**src/rtl/m_int_ctrl_pkg.sv**
```systemverilog
// Shared constants and helpers for the m_int_ctrl interrupt controller.
// Register word offsets, source count and counter ceiling live here.
package m_int_ctrl_pkg;

  localparam int         ic_nsrc    = 6;
  localparam logic [1:0] ic_pend    = 2'd0;
  localparam logic [1:0] ic_mask    = 2'd1;
  localparam logic [1:0] ic_mode    = 2'd2;
  localparam logic [1:0] ic_stat    = 2'd3;
  localparam logic [7:0] ic_cnt_max = 8'hFF;

  // Index of the lowest set bit; bit 0 has the highest priority.
  function automatic logic [2:0] f_low_idx(input logic [ic_nsrc-1:0] v);
    logic [2:0] idx;
    idx = '0;
    for (int i = ic_nsrc - 1; i >= 0; i--) begin
      if (v[i]) idx = 3'(i);
    end
    return idx;
  endfunction

endpackage

```
**src/rtl/m_int_ctrl_if.sv**
```systemverilog
// Bridge register bus plus the interrupt lines into and out of m_int_ctrl.
// master = bridge/CP0 side, slave = controller side.
interface m_int_ctrl_if #(parameter int NSRC = 6);
  logic            WE;
  logic [1:0]      Addr;
  logic [31:0]     DIn;
  logic [31:0]     DOut;
  logic            IntTaken;
  logic [NSRC-1:0] IrqIn;
  logic [NSRC-1:0] HWInt;

  modport master (output WE, Addr, DIn, IntTaken, IrqIn, input DOut, HWInt);
  modport slave  (input WE, Addr, DIn, IntTaken, IrqIn, output DOut, HWInt);
endinterface

```
**src/rtl/m_int_ctrl_src.sv**
```systemverilog
// One interrupt source: pending bit plus edge/level mode and W1C clear.
// Edge mode, MODE register and irq_prev exist only with INT_CTRL_EDGE_EN defined.
module m_int_src (
  input  logic Clk,
  input  logic Reset,
  input  logic IrqIn,
  input  logic ModeWE,
  input  logic ModeIn,
  input  logic Clr,
  output logic Pend,
  output logic Mode
);

`ifdef INT_CTRL_EDGE_EN
  logic irq_prev;

  // Not reset: a line held high through reset must not look like a new edge.
  always_ff @(posedge Clk) irq_prev <= IrqIn;

  always_ff @(posedge Clk) begin
    if (Reset) begin
      Pend <= 1'b0;
      Mode <= 1'b0;
    end else begin
      if (Mode) Pend <= (IrqIn & ~irq_prev) | (Pend & ~Clr);
      else      Pend <= IrqIn;
      if (ModeWE) Mode <= ModeIn;
    end
  end
`else
  logic unused_in;
  assign unused_in = ModeWE ^ ModeIn ^ Clr;
  assign Mode      = 1'b0;

  always_ff @(posedge Clk) begin
    if (Reset) Pend <= 1'b0;
    else       Pend <= IrqIn;
  end
`endif

endmodule

```
**src/rtl/m_int_ctrl.sv**
```systemverilog
// Memory-mapped interrupt controller: per-source pending, mask, taken bookkeeping.
// Optional edge-triggered sources and MODE register via INT_CTRL_EDGE_EN.
module m_int_ctrl
  import m_int_ctrl_pkg::*;
#(
  parameter int NSRC = ic_nsrc
) (
  input logic         Clk,
  input logic         Reset,
  m_int_ctrl_if.slave bus
);

  logic [NSRC-1:0] pend;
  logic [NSRC-1:0] mode;
  logic [NSRC-1:0] mask;
  logic [NSRC-1:0] clr;
  logic [NSRC-1:0] hwint;
  logic [7:0]      cnt;
  logic [2:0]      last;
  logic            pend_we;
  logic            mask_we;
  logic            mode_we;
  logic            stat_we;
  logic [31:0]     dout;
  logic            unused_din;

  assign pend_we = bus.WE && (bus.Addr == ic_pend);
  assign mask_we = bus.WE && (bus.Addr == ic_mask);
  assign mode_we = bus.WE && (bus.Addr == ic_mode);
  assign stat_we = bus.WE && (bus.Addr == ic_stat);
  assign clr     = pend_we ? bus.DIn[NSRC-1:0] : '0;

  assign unused_din = ^bus.DIn[31:NSRC];

  for (genvar i = 0; i < NSRC; i++) begin : g_src
    m_int_src u_src (
      .Clk    (Clk),
      .Reset  (Reset),
      .IrqIn  (bus.IrqIn[i]),
      .ModeWE (mode_we),
      .ModeIn (bus.DIn[i]),
      .Clr    (clr[i]),
      .Pend   (pend[i]),
      .Mode   (mode[i])
    );
  end

  assign hwint     = pend & mask;
  assign bus.HWInt = hwint;

  always_ff @(posedge Clk) begin
    if (Reset)        mask <= '0;
    else if (mask_we) mask <= bus.DIn[NSRC-1:0];
  end

  // Bookkeeping sees the pre-write hwint; a STAT write overrides a same-cycle take.
  always_ff @(posedge Clk) begin
    if (Reset || stat_we) begin
      cnt  <= '0;
      last <= '0;
    end else if (bus.IntTaken && (hwint != '0)) begin
      last <= f_low_idx(hwint);
      if (cnt != ic_cnt_max) cnt <= cnt + 8'd1;
    end
  end

  always_comb begin
    dout = '0;
    case (bus.Addr)
      ic_pend: dout = 32'(pend);
      ic_mask: dout = 32'(mask);
      ic_mode: dout = 32'(mode);
      ic_stat: dout = {21'b0, last, cnt};
      default: dout = '0;
    endcase
  end

  assign bus.DOut = dout;

endmodule

```
**src/flat_wrapper.sv**
```systemverilog
// flat-port wrapper written by rule: the top's interface ports become plain ports
module m_int_ctrl_flat import m_int_ctrl_pkg::*;
#(
  parameter int NSRC = ic_nsrc
)
  (Clk, Reset, bus_WE, bus_Addr, bus_DIn, bus_IntTaken, bus_IrqIn, bus_DOut, bus_HWInt);
  m_int_ctrl_if #(.NSRC(NSRC)) bus_i ();
  input logic Clk;
  input logic Reset;
  input wire logic [$bits(bus_i.WE)-1:0] bus_WE;
  input wire logic [$bits(bus_i.Addr)-1:0] bus_Addr;
  input wire logic [$bits(bus_i.DIn)-1:0] bus_DIn;
  input wire logic [$bits(bus_i.IntTaken)-1:0] bus_IntTaken;
  input wire logic [$bits(bus_i.IrqIn)-1:0] bus_IrqIn;
  output wire logic [$bits(bus_i.DOut)-1:0] bus_DOut;
  output wire logic [$bits(bus_i.HWInt)-1:0] bus_HWInt;
  assign bus_i.WE = bus_WE;
  assign bus_i.Addr = bus_Addr;
  assign bus_i.DIn = bus_DIn;
  assign bus_i.IntTaken = bus_IntTaken;
  assign bus_i.IrqIn = bus_IrqIn;
  assign bus_DOut = bus_i.DOut;
  assign bus_HWInt = bus_i.HWInt;
  m_int_ctrl #(.NSRC(NSRC)) u_core (.Clk(Clk), .Reset(Reset), .bus(bus_i));
endmodule
```
**config.mk**
```make
export PLATFORM = sky130hd
export DESIGN_NAME = m_int_ctrl_flat
export DESIGN_NICKNAME = d
export VERILOG_FILES = /design/src/rtl/m_int_ctrl_pkg.sv /design/src/rtl/m_int_ctrl_if.sv /design/src/rtl/m_int_ctrl_src.sv /design/src/rtl/m_int_ctrl.sv /design/src/flat_wrapper.sv
export SDC_FILE = /design/constraint.sdc
export NUM_CORES = 1
export LEC_CHECK = 0
export CORE_UTILIZATION = 37
export DETAILED_ROUTE_END_ITERATION = 10
export GPL_TIMING_DRIVEN = 0
export HOLD_SLACK_MARGIN = 0.05
export PLACE_DENSITY = 0.89
export SETUP_SLACK_MARGIN = 0.3
export SLEW_MARGIN = 20
export SYNTH_ARGS = -nofsm -noshare
export SYNTH_HDL_FRONTEND = slang
export SYNTH_SLANG_ARGS = --single-unit
```
**constraint.sdc**
```tcl
create_clock -name Clk -period 2 [get_ports Clk]
set_input_delay 0.4 -clock Clk [delete_from_list [all_inputs] [get_ports Clk]]
set_output_delay 0.4 -clock Clk [all_outputs]
set_load 0.02 [all_outputs]
```
==> run metrics <==
TritonRoute pass-1 iters=4; critical path capture point=u_core.cnt[0]; Worst R2R End=u_core.cnt[0]; CTS Buffer Depth=2; final non-filler cell total=roughly 270; DP Cell Count=258; crit start category=register; hold crit path type=reg2reg; number of register bits inferred by synthesis=23; vias=approximately 1300; top_reg_cell synth=dfxtp_1; endpoint required time on the critical path=~2300 ps; Die H=62.1 um; antenna violations before repair=0; max-slew violation count=0; kind of critical path=reg2reg; CP max FO=9; Syn Inst Count=158; core area=3390 um2; share of cells above drive strength 1=24.2%; final worst path period share=between 80 and 90%; skew final=just under 9 ps; die area=a little under 4000 um2; CTS tree=done; total clock sinks=23; num rows=21; Overflow after GRT=0; Top Ports=slightly above 80; gpl congestion=between 0.8 and 0.9; vias in the first global route=about 1100; reg2reg setup slack=roughly 350 ps; Port Buffers=34; fmax=0.605 GHz; H-Tree Depth=1; R2R cell count=6; total wire length=~3200 um; Area Growth Syn to Fin=41.6%; Peak VDD IR=~0.33 mV; hold_buf cts=0; leakage=0.881 nW; unique cell type count in the Yosys netlist=37; Post-synth ARST share=0%; Crit. Startpoint=u_core.cnt[1]; pwr/cell area=about 480 nW/um2; reg2reg start=u_core.cnt[1]; Clock Pin Slew Worst Setup and Hold Paths=around 130 ps; first-pass GRT wire length=between 5000 and 6000 um; outcome=completed; Hold Vio Cnt, Final=0; RSZ-0062 raised after global routing=true; Num CTS Buffers=3; Final min period=1650 ps; final setup violating endpoints=0; Worst path max stage delay=460 ps; Starting Density=approximately two fifths; post-DP HPWL=between 2000 and 2500 um; Avg Synthesized Cell Area=8.45 um2; CP max-delay cell=or3_2; Crit. End Element=register; Total Routing Usage GR=18.1%; DRC=0; Ys Warns=0; Slew HR=roughly 60%; crit path cell chain=ha_4, and3_4, and2_4, buf_6, or3_2, a21oi_2; Tot Pwr=0.898 mW; largest net degree at the start of global routing=13; max_cap viols=0; Post-synth EDFFs=0; post-DR vias/cell=4.90; Worst Path Arrival=between 1500 and 2000 ps; Nets=265; Iter 0 DRT Violations=31; Final ANT Viol Nets=0; Slew @ Worst Pin=about 600 ps; Seq/Total Area, Yosys=roughly 34%; Avg WL per Cell=approximately 12 um; Die X=62.1 um; # diodes=0; mapped cell area=~1300 um2; worst skew pair latency=330 ps; clk root buf=clkbuf_4
==> metrics by stage <==
stage	worst slack (ps)	utilization (%)	hold WS, ps	instance area, um2	TNS (ps)
2_1_floorplan	307	-	432	1410	0
3_3_place_gp	-727	53.3	444	1810	-7390
3_5_place_dp	-731	53.3	451	1810	-7590
4_1_cts	314	55.4	473	1880	0
5_1_grt	291	55.8	512	1890	0
6_report	346	55.8	471	1890	0
==> worst max-delay path: cells and delay by family, from the launching register on <==
kind | cells | cell delay [ps]
AO/OA/AOI/OAI | 1 | 130
flip-flops | 1 | 380
AND/OR/NAND/NOR | 3 | 790
adder cells (fa/ha/maj) | 1 | 170
buffers and inverters | 1 | 130
==> logic make-up after synthesis <==
family,count (synthesis),synth area share [%]
AND/OR/NAND/NOR,56,23.2
AO/OA/AOI/OAI,33,16.0
buffers and inverters,31,15.3
flip-flops,23,34.5
multiplexers,13,9.75
adder cells (fa/ha/maj),1,0.937
other,1,0.281
==> flip-flops by register name, summed over array words and instances (netlist names) <==
name and cells:
u_core.cnt 8, u_core.g_src.u_src.Pend 6, u_core.last 3, u_core.mask 6
==> worst min-delay path by stage <==
stage,depth (start not counted),slack [ps],end,from
CTS,2,470,u_core.last[0],u_core.last[0]
finish,2,470,u_core.last[0],u_core.last[0]
global placement,2,440,u_core.last[0],u_core.last[0]
detailed placement,2,450,u_core.last[0],u_core.last[0]
floorplan,2,430,u_core.last[0],u_core.last[0]
global route,2,510,u_core.last[0],u_core.last[0]
==> cells in the mapped netlist, types with 2 or more instances <==
cell type | number | share of area [%]
buf_4 | 21 | 12
o31ai_1 | 4 | 2.2
and2_1 | 6 | 2.8
nand2_1 | 11 | 3.1
dfxtp_1 | 23 | 34
nand4_1 | 3 | 1.4
mux2i_1 | 13 | 9.7
clkbuf_1 | 3 | 0.84
nor2_1 | 8 | 2.2
nor2b_1 | 6 | 2.8
nand3b_1 | 2 | 1.1
nand3_1 | 3 | 1.1
a22o_1 | 3 | 2.0
o41ai_1 | 3 | 2.0
o21ai_0 | 10 | 3.7
and3_1 | 7 | 3.3
a21oi_1 | 8 | 3.0
or4_1 | 2 | 1.1
inv_1 | 4 | 1.1
==> area by class of cell <==
| cell class | count | area, um2 |
|---|---|---|
| buffer | 27 | 210 |
| clock buffer | 4 | 26.3 |
| fill | 321 | 1500 |
| inverter | 4 | 15.0 |
| multi-input combinational | 124 | 772 |
| sequential | 23 | 469 |
| tap | 46 | 57.6 |
| timing repair buffer | 37 | 340 |
==> cell usage in the layout (no fill, tap or decap), types with 3 or more instances in the layout <==
master            n
o41ai_1           3
buf_4            30
and3_1            6
and2_1            6
a22o_1            3
a21oi_1           7
o21ai_1           5
nand4_1           3
nor2_1            8
nand2_1          11
o21ai_0           5
nand3_1           3
dfxtp_1          20
o31ai_1           3
dlygate4sd2_1     5
inv_1             4
conb_1           21
clkbuf_4          3
nor2b_1           6
clkdlybuf4s50_1  15
mux2i_1          13
clkdlybuf4s15_2   5
==> routing by layer <==
metal	up-vias	routed length [um]	global-route usage (%)
met5	-	0	0
met4	0	26	6.98
met3	2	189	3.11
met2	62	1660	31.2
met1	595	1360	22.4
li1	639	-	-
==> timing repair <==
action                                  CTS  global route
resized for setup                        68             9
pin swaps                                 1             4
gates cloned                              1             0
buffers inserted                          2             0
endpoints found under the setup margin   24            13
==> where the power goes <==
group          switching [mW]  internal (mW)
combinational          0.0989         0.0926
sequential             0.0101          0.468
clock                   0.150         0.0783
(Power assumes the default switching activity.)
